<file path="src/rtl/clkmux_sel_ctrl.sv">
// clkmux_sel_ctrl: glitch-safe select sequencer for a 4:1 no-glitch clock mux.
//
// A requested clock index is accepted through a valid/ready handshake. A switch then
// proceeds in three steps:
//   1. Gate the mux output off (EN_O low) and hold it off for OFF_CYCLES so the old
//      clock can drain.
//   2. Change SEL_O, then keep EN_O low for SETTLE_CYCLES so the new select settles.
//   3. Re-enable the mux and pulse DONE_O.
// A request for the index that is already selected is acknowledged without dropping
// EN_O. This block runs on an always-on control clock that is independent of the
// four muxed clocks. All outputs are registered.
//
// Build option CLKMUX_SEL_CTRL_PENDING_EN adds a one-entry pending slot. With it,
// REQ_READY_O stays high in every state except the post-reset settle. A request
// accepted while busy overwrites the slot, so the last one wins.
//
// Ports:
//   CLK_I        in   control clock, rising edge
//   NRST_I       in   asynchronous active-low reset
//   REQ_SEL_I    in   [1:0] requested mux input index
//   REQ_VALID_I  in   request valid
//   REQ_READY_O  out  request accepted on an edge where VALID & READY
//   SEL_O        out  [1:0] to mux SEL_I
//   EN_O         out  to mux EN_I
//   BUSY_O       out  high whenever the FSM is not idle
//   DONE_O       out  one-cycle pulse: switch complete, EN_O back high
module clkmux_sel_ctrl #(
  parameter int unsigned OFF_CYCLES    = 8,
  parameter int unsigned SETTLE_CYCLES = 4,
  parameter logic [1:0]  RST_SEL       = 2'b00
) (
  input  logic       CLK_I,
  input  logic       NRST_I,
  input  logic [1:0] REQ_SEL_I,
  input  logic       REQ_VALID_I,
  output logic       REQ_READY_O,
  output logic [1:0] SEL_O,
  output logic       EN_O,
  output logic       BUSY_O,
  output logic       DONE_O
);

  localparam int unsigned CntMax = (OFF_CYCLES > SETTLE_CYCLES) ? OFF_CYCLES : SETTLE_CYCLES;
  localparam int unsigned CNT_W  = $clog2(CntMax + 1);

  typedef enum logic [1:0] {StIdle, StOff, StSettle} state_e;

  state_e             state_q, state_d;
  logic [CNT_W-1:0]   cnt_q, cnt_d;
  logic [1:0]         sel_q, sel_d;
  logic [1:0]         tgt_q, tgt_d;
  logic               en_q, en_d;
  logic               done_q, done_d;
  logic               busy_q, busy_d;
  logic               ready_q, ready_d;
  // boot_q marks the post-reset settle: it must not pulse DONE_O or accept requests.
  logic               boot_q, boot_d;
  // ack_q: a same-index request was accepted; DONE_O fires on the following edge.
  logic               ack_q, ack_d;
  logic               accept;
  logic               start;
  logic [1:0]         start_sel;
`ifdef CLKMUX_SEL_CTRL_PENDING_EN
  logic               slot_vld_q, slot_vld_d;
  logic [1:0]         slot_sel_q, slot_sel_d;
`endif

  always_comb begin
    state_d   = state_q;
    cnt_d     = cnt_q;
    sel_d     = sel_q;
    tgt_d     = tgt_q;
    en_d      = en_q;
    boot_d    = boot_q;
    done_d    = 1'b0;
    ack_d     = 1'b0;
    start     = 1'b0;
    start_sel = sel_q;
    accept    = REQ_VALID_I & ready_q;
`ifdef CLKMUX_SEL_CTRL_PENDING_EN
    slot_vld_d = slot_vld_q;
    slot_sel_d = slot_sel_q;
`endif

    unique case (state_q)
      StIdle: begin
        done_d = ack_q;
`ifdef CLKMUX_SEL_CTRL_PENDING_EN
        // While an acknowledge is still in flight, new work waits one edge.
        // Starting now would drop EN_O in the same cycle DONE_O is high.
        if (!ack_q) begin
          if (slot_vld_q) begin
            start      = 1'b1;
            start_sel  = slot_sel_q;
            slot_vld_d = 1'b0;
          end else if (accept) begin
            start     = 1'b1;
            start_sel = REQ_SEL_I;
          end
        end
        if (accept && (ack_q || slot_vld_q)) begin
          slot_vld_d = 1'b1;
          slot_sel_d = REQ_SEL_I;
        end
`else
        if (accept) begin
          start     = 1'b1;
          start_sel = REQ_SEL_I;
        end
`endif
        if (start) begin
          if (start_sel != sel_q) begin
            state_d = StOff;
            cnt_d   = CNT_W'(OFF_CYCLES - 1);
            tgt_d   = start_sel;
            en_d    = 1'b0;
          end else begin
            ack_d = 1'b1;
          end
        end
      end
      StOff: begin
        if (cnt_q == '0) begin
          state_d = StSettle;
          sel_d   = tgt_q;
          cnt_d   = CNT_W'(SETTLE_CYCLES - 1);
        end else begin
          cnt_d = cnt_q - CNT_W'(1);
        end
      end
      StSettle: begin
        if (cnt_q == '0) begin
          state_d = StIdle;
          en_d    = 1'b1;
          done_d  = ~boot_q;
          boot_d  = 1'b0;
        end else begin
          cnt_d = cnt_q - CNT_W'(1);
        end
      end
      default: state_d = StSettle;
    endcase

`ifdef CLKMUX_SEL_CTRL_PENDING_EN
    if (accept && (state_q != StIdle)) begin
      slot_vld_d = 1'b1;
      slot_sel_d = REQ_SEL_I;
    end
    ready_d = ~boot_d;
`else
    ready_d = (state_d == StIdle) && !ack_d;
`endif
    busy_d = (state_d != StIdle);
  end

  always_ff @(posedge CLK_I or negedge NRST_I) begin
    if (!NRST_I) begin
      state_q <= StSettle;
      cnt_q   <= CNT_W'(SETTLE_CYCLES - 1);
      sel_q   <= RST_SEL;
      tgt_q   <= RST_SEL;
      en_q    <= 1'b0;
      done_q  <= 1'b0;
      busy_q  <= 1'b1;
      ready_q <= 1'b0;
      boot_q  <= 1'b1;
      ack_q   <= 1'b0;
    end else begin
      state_q <= state_d;
      cnt_q   <= cnt_d;
      sel_q   <= sel_d;
      tgt_q   <= tgt_d;
      en_q    <= en_d;
      done_q  <= done_d;
      busy_q  <= busy_d;
      ready_q <= ready_d;
      boot_q  <= boot_d;
      ack_q   <= ack_d;
    end
  end

`ifdef CLKMUX_SEL_CTRL_PENDING_EN
  always_ff @(posedge CLK_I or negedge NRST_I) begin
    if (!NRST_I) begin
      slot_vld_q <= 1'b0;
      slot_sel_q <= 2'b00;
    end else begin
      slot_vld_q <= slot_vld_d;
      slot_sel_q <= slot_sel_d;
    end
  end
`endif

  assign REQ_READY_O = ready_q;
  assign SEL_O       = sel_q;
  assign EN_O        = en_q;
  assign BUSY_O      = busy_q;
  assign DONE_O      = done_q;

endmodule

</file>
<file path="config.mk">
export PLATFORM = sky130hd
export DESIGN_NAME = clkmux_sel_ctrl
export DESIGN_NICKNAME = d
export VERILOG_FILES = /design/src/rtl/clkmux_sel_ctrl.sv
export SDC_FILE = /design/constraint.sdc
export NUM_CORES = 1
export LEC_CHECK = 0
export BUFFER_PORTS_ARGS = -buffer_cell sky130_fd_sc_hd__buf_2
export CORE_ASPECT_RATIO = 0.8
export CORE_MARGIN = 10
export CORE_UTILIZATION = 40
export CTS_CLUSTER_DIAMETER = 30
export DETAILED_ROUTE_END_ITERATION = 8
export HOLD_SLACK_MARGIN = 0.05
export PLACE_DENSITY = 0.65
export SETUP_SLACK_MARGIN = 0.15
export SLEW_MARGIN = 20
export SYNTH_ARGS = -nofsm -noshare
export SYNTH_HDL_FRONTEND = slang
export SYNTH_SLANG_ARGS = --single-unit
</file>
<file path="constraint.sdc">
create_clock -name CLK_I -period 2.5 [get_ports CLK_I]
set_clock_uncertainty 0.15 [all_clocks]
set_input_delay 0.25 -clock CLK_I [delete_from_list [all_inputs] [get_ports CLK_I]]
set_output_delay 0.25 -clock CLK_I [all_outputs]
set_load 0.1 [all_outputs]
</file>
# Word-level counts from Yosys, hierarchy flattened
# Index checks and enable logic that the tools add are counted.
[classes]
add_sub_neg = 1
eq_ne = 7
muxes = 23
bitwise_logic = 2
n_reduce_logical = 13
[ops]
columns = ["operator", "n"]
rows = [
  ["2-to-1 mux 4 bit", 4],
  ["2-to-1 mux 2 bit", 6],
  ["one-hot mux 4 bit (3 select lines)", 1],
  ["2-to-1 mux 1 bit", 9],
  ["AND reduction 4 bit", 2],
  ["!= test 2 bit (second input constant)", 3],
  ["one-hot mux 2 bit (3 select lines)", 1],
  ["zero test 2 bit", 2],
  ["zero test 4 bit", 1],
  ["one-hot mux 1 bit (2 select lines)", 2],
  ["AND reduction 2 bit", 2],
  ["nonzero test 2 bit", 2],
  ["subtractor 4 x 1 -> 4 bit (second input constant)", 1],
  ["AND reduction 3 bit", 1],
  ["nonzero test 3 bit", 1],
  ["equality test 2 x 1 -> 1 bit (second input constant)", 1],
  ["equality test 2 bit (second input constant)", 1],
  ["!= test 2 x 1 -> 1 bit (second input constant)", 1],
  ["!= test 2 bit", 1],
  ["AND 1 bit", 1],
  ["logical AND 1 bit", 1],
  ["zero test 1 bit", 1],
  ["inverter 1 bit", 1],
]
[totals]
reg_bits = 16
out_inout_bits = 6

# Longest topological paths before layout
[depth]
depth_word = 9
mapped_depth = 7

# Worst setup path before layout
# OpenSTA, ideal clock, no wires.
[synth_timing]
path_kind = "register to register"
startpoint = "register sel_q[0] (netlist: SEL_O[0])"
endpoint = "register cnt_q[0]"
setup_ns = 0.082
arrival_ns = 1.960
setup_slack_ns = 0.307
path_stages_with_launch = 5
path_buffers = 0
synth_period_minus_slack_ns = 2.193
cell_sequence = "dfrtp_1 > xnor2_1 > a21bo_2 > a21oi_4 > mux2_4"
[synth_via]
elab_chain_cells = 5
[synth_rtl]
columns = ["element", "line_no", "rtl"]
rows = [
  ["start: declaration", "50", "logic [1:0] sel_q, sel_d;"],
  ["start signal: assignment", "171", "sel_q <= sel_d;"],
  ["2-to-1 mux 2 bit", "106", "if (accept) begin"],
  ["2-to-1 mux 2 bit", "85", "unique case (state_q)"],
  ["!= test 2 bit (*)", "112", "if (start_sel != sel_q) begin"],
  ["!= test 2 bit (no line) (*)", "-", ""],
  ["AND reduction 4 bit (no line) (*)", "-", ""],
  ["end signal: assignment", "159", "cnt_q <= CNT_W'(SETTLE_CYCLES - 1);"],
  ["end signal: assignment", "170", "cnt_q <= cnt_d;"],
  ["end: declaration", "49", "logic [CNT_W-1:0] cnt_q, cnt_d;"],
]
# Mark *: on every way between the ends. The rest lies on a longest branch, timed or not. The select of a mux whose other input is x is not followed.
# A chain may end at the register's enable or synchronous reset.

# Worst setup path in the final report
[layout_timing]
startpoint = "register cnt_q[0]"
endpoint = "register cnt_q[0]"
[layout_via]
elab_chain_cells = 3
[layout_rtl]
columns = ["element", "line_no", "rtl"]
rows = [
  ["subtractor 4 x 1 -> 4 bit or zero test 4 bit (tied branches)", "-", ""],
  ["2-to-1 mux 4 bit, or another cell as far along", "132", "if (cnt_q == '0) begin"],
  ["one-hot mux 4 bit (3 select lines) or AND reduction 4 bit (tied branches)", "-", ""],
]
# Parallel ways exist; a longest one is shown, timed or not. The select of a mux whose other input is x is not followed.

==> metrics.md <==
| Metric | Value |
|---|---|
| Status | `finished clean` |
| Post-Route WL | `around 1.7 mm` |
| CTS tree | `yes` |
| Largest net degree at the start of global routing | `17` |
| Layout area overhead | `13.3%` |
| DRC | `0` |
| DRT iter0 DRCs | `11` |
| RePlAce Congestion | `between 0.8 and 0.9` |
| First-pass DRT Iterations | `6` |
| Initial antenna violation count | `0` |
| Required @ worst endpoint | `about 2.6 ns` |
| Full die area | `roughly 0.0046 mm^2` |
| Vias | `634` |
| Worst Reg-to-Reg Cells | `6` |
| WS Path Type | `reg2reg` |
| Routed Antenna Nets | `0` |
| Initial Utilization | `0.420` |
| Distinct cells, synth | `32` |
| Fin worst setup slack | `0.521 ns` |
| WP data arrival | `2.06 ns` |
| #FFs+latches synth | `16` |
| Fraction of layout cells with a size suffix above 1 | `0.303` |
| Relative slew slack | `0.672` |
| Die boundary width | `about 73 um` |
| Worst-path maximum fanout | `9` |
| Boundary Pins | `11` |
| Die H | `62.6 um` |
| Post-Syn Instances | `between 80 and 90` |
| Max Fclk | `505 MHz` |
| Post_cts resized | `0` |
| Vias per inst | `5.11` |
| Fill cells | `approximately 210` |
| R2R Path Start | `cnt_q[0]$_DFFE_PN1P_` |
| Overflow after GRT | `0` |
| Clock Tree Root | `clkbuf_4` |
| Fin crit period | `slightly below 2 ns` |
| Vias in the first global route | `a little over 600` |
| CP endpoint | `cnt_q[0]$_DFFE_PN1P_` |
| Buffers on Ports | `10` |
| Nature of the critical path startpoint | `flip-flop` |
| Post-DR wirelength/cell | `roughly 13 um` |
| Syn Area/Cell | `10.7 um^2` |
| RSZ-0062 raised after global routing | `no` |
| Ant. Diodes | `0` |
| Register area share after synthesis | `0.449` |
| H-tree Lvls | `1` |
| Crit share post-route | `0.792` |
| Max-Cap Viols | `0` |
| Core ar. | `between 0.002 and 0.0025 mm^2` |
| Final Setup Violations | `0` |
| Total CTS buffers | `3` |
| Clk pin slew, worst setup/hold paths | `roughly 0.09 ns` |
| RR Endpoint | `cnt_q[0]$_DFFE_PN1P_` |
| Clk_lat worst skew | `0.30 ns` |
| Hold Crit Class | `in2reg` |
| Overall Global Routing Usage | `0.0765` |
| First-pass GRT wire length | `approximately 2.8 mm` |
| Syn Std Cell Area | `906 um^2` |
| R2R Setup Slk | `between 0.5 and 0.6 ns` |
| Worst setup path start | `cnt_q[0]$_DFFE_PN1P_` |
| Nets@finish | `roughly 110` |
| Pre-CTS WS | `around 0.53 ns` |
| DPL Wire Length | `~1.3 mm` |
| Hold Vio Cnt, Final | `0` |
| Crit. End Element | `flip-flop` |
| Fin Setup TNS | `0 ns` |
| Yosys warnings | `0` |
| Syn_nets | `96` |
| Slew @ Worst Pin | `around 0.5 ns` |
| Clk sinks | `16` |
| Pins Over Slew Limit | `0` |
| Rows | `15` |
| Clock Path Buffers | `2` |
[placed cells by master (no fill, tap or decap)]
master         synthesis  final
a21oi_2                1      1
nor2b_1                1      1
ha_1                   6      6
a21boi_0               1      1
o21a_1                 1      1
nand2b_1               1      1
a221oi_1               1      1
nand3_1                2      2
a21bo_2                1      1
nor2_1                 8      8
nor3_1                 1      1
nand2_1                7      7
o21ai_0                4      4
mux2_4                 2      2
inv_1                  8      8
dfstp_2                5      5
clkbuf_4               0      3
a21oi_1                4      4
xnor2_1                2      2
o31ai_1                1      1
o2bb2ai_1              2      2
nor3b_4                1      1
a21o_4                 1      1
buf_2                  0     10
a21oi_4                1      1
mux2_2                 4      4
nor3b_1                1      1
a211oi_1               1      1
dlygate4sd3_1          0      1
o211ai_1               1      1
and2_1                 2      2
dfrtp_1               11     11
o22a_1                 1      1
clkbuf_8               0      1
o31a_1                 1      1
[stage by stage]
stage	std cells	instance area, um^2	utilization	hold WS [ns]
finish	124	1030	0.475	0.0628
global route	124	1030	0.475	0.0593
CTS	124	1030	0.475	0.0554
detailed placement	119	980	0.454	0.0380
global placement	119	980	0.454	0.0335
floorplan	85	906	-	-0.196
[what timing repair did]
action                                 CTS  global route
endpoints found under the hold margin   16             0
setup buffers                            0             0
hold buffers                             1             0
[registers in the layout, summed over array words and instances (netlist names)]
name,count
boot_q,1
EN_O,1
BUSY_O,1
ack_q,1
cnt_q,4
tgt_q,2
state_q,2
SEL_O,2
DONE_O,1
REQ_READY_O,1
[cell families (layout without fill, tap and decap cells)]
family	Yosys count	in the layout	synth area share
XOR/XNOR	2	2	0.0193
AND/OR/NAND/NOR	24	24	0.135
multiplexers	6	6	0.0829
AO/OA/AOI/OAI	22	22	0.189
flip-flops	16	16	0.449
buffers and inverters	9	23	0.0414
adder cells (fa/ha/maj)	6	6	0.0829
[Yosys cell counts (all sizes together)]
cell | n | share of area
dfrtp | 11 | 0.30
inv | 8 | 0.033
nor2 | 8 | 0.033
nand2 | 7 | 0.029
a21oi | 6 | 0.050
ha | 6 | 0.083
mux2 | 6 | 0.083
dfstp | 5 | 0.15
o21ai | 4 | 0.022
and2 | 2 | 0.014
nand3 | 2 | 0.011
nor3b | 2 | 0.029
o2bb2ai | 2 | 0.019
xnor2 | 2 | 0.019
a211oi | 1 | 0.0083
a21bo | 1 | 0.011
a21boi | 1 | 0.0083
a21o | 1 | 0.017
a221oi | 1 | 0.0097
buf | 1 | 0.0083
nand2b | 1 | 0.0069
nor2b | 1 | 0.0069
nor3 | 1 | 0.0055
o211ai | 1 | 0.0083
o21a | 1 | 0.0083
o22a | 1 | 0.0097
o31a | 1 | 0.0097
o31ai | 1 | 0.0083
[critical path: stages, from the launching register on]
cell	delay (ns)
dfstp_2	0.56
inv_1	0.07
ha_1	0.21
nor3b_4	0.19
a21o_4	0.24
a21oi_4	0.18
mux2_4	0.32
[worst min path at each step]
| stage | slack [ns] | startpoint | endpoint | cells after the start |
|---|---|---|---|---|
| 6_report | 0.06 | REQ_SEL_I[0] | tgt_q[0]$_DFFE_PN0P_ | 2 |
| 5_1_grt | 0.06 | REQ_SEL_I[0] | tgt_q[0]$_DFFE_PN0P_ | 2 |
| 4_1_cts | 0.06 | REQ_SEL_I[0] | tgt_q[0]$_DFFE_PN0P_ | 2 |
| 3_5_place_dp | 0.04 | NRST_I | cnt_q[2]$_DFFE_PN0P_ | 1 |
| 3_3_place_gp | 0.03 | NRST_I | cnt_q[2]$_DFFE_PN0P_ | 1 |
| 2_1_floorplan | -0.20 | NRST_I | DONE_O$_DFF_PN0_ | 0 |
[metal layers]
layer,GRT usage,part of all wire
met5,0,0
met4,0.0284,0.0078
met3,0.0429,0.070
met2,0.0998,0.41
met1,0.100,0.51
[cell type report]
cell class | instances | area, um^2 | area share
flip-flops and latches | 16 | 407 | 0.396
repair buffers | 11 | 60.1 | 0.0585
inverters | 8 | 30.0 | 0.0293
multi-input cells | 60 | 462 | 0.450
well taps | 25 | 31.3 | 0.0305
clock buffers | 4 | 36.3 | 0.0354
Power is left out: the tool's default activity adds up to more than one toggle a clock period on the data nets, which glitch-free logic cannot reach.
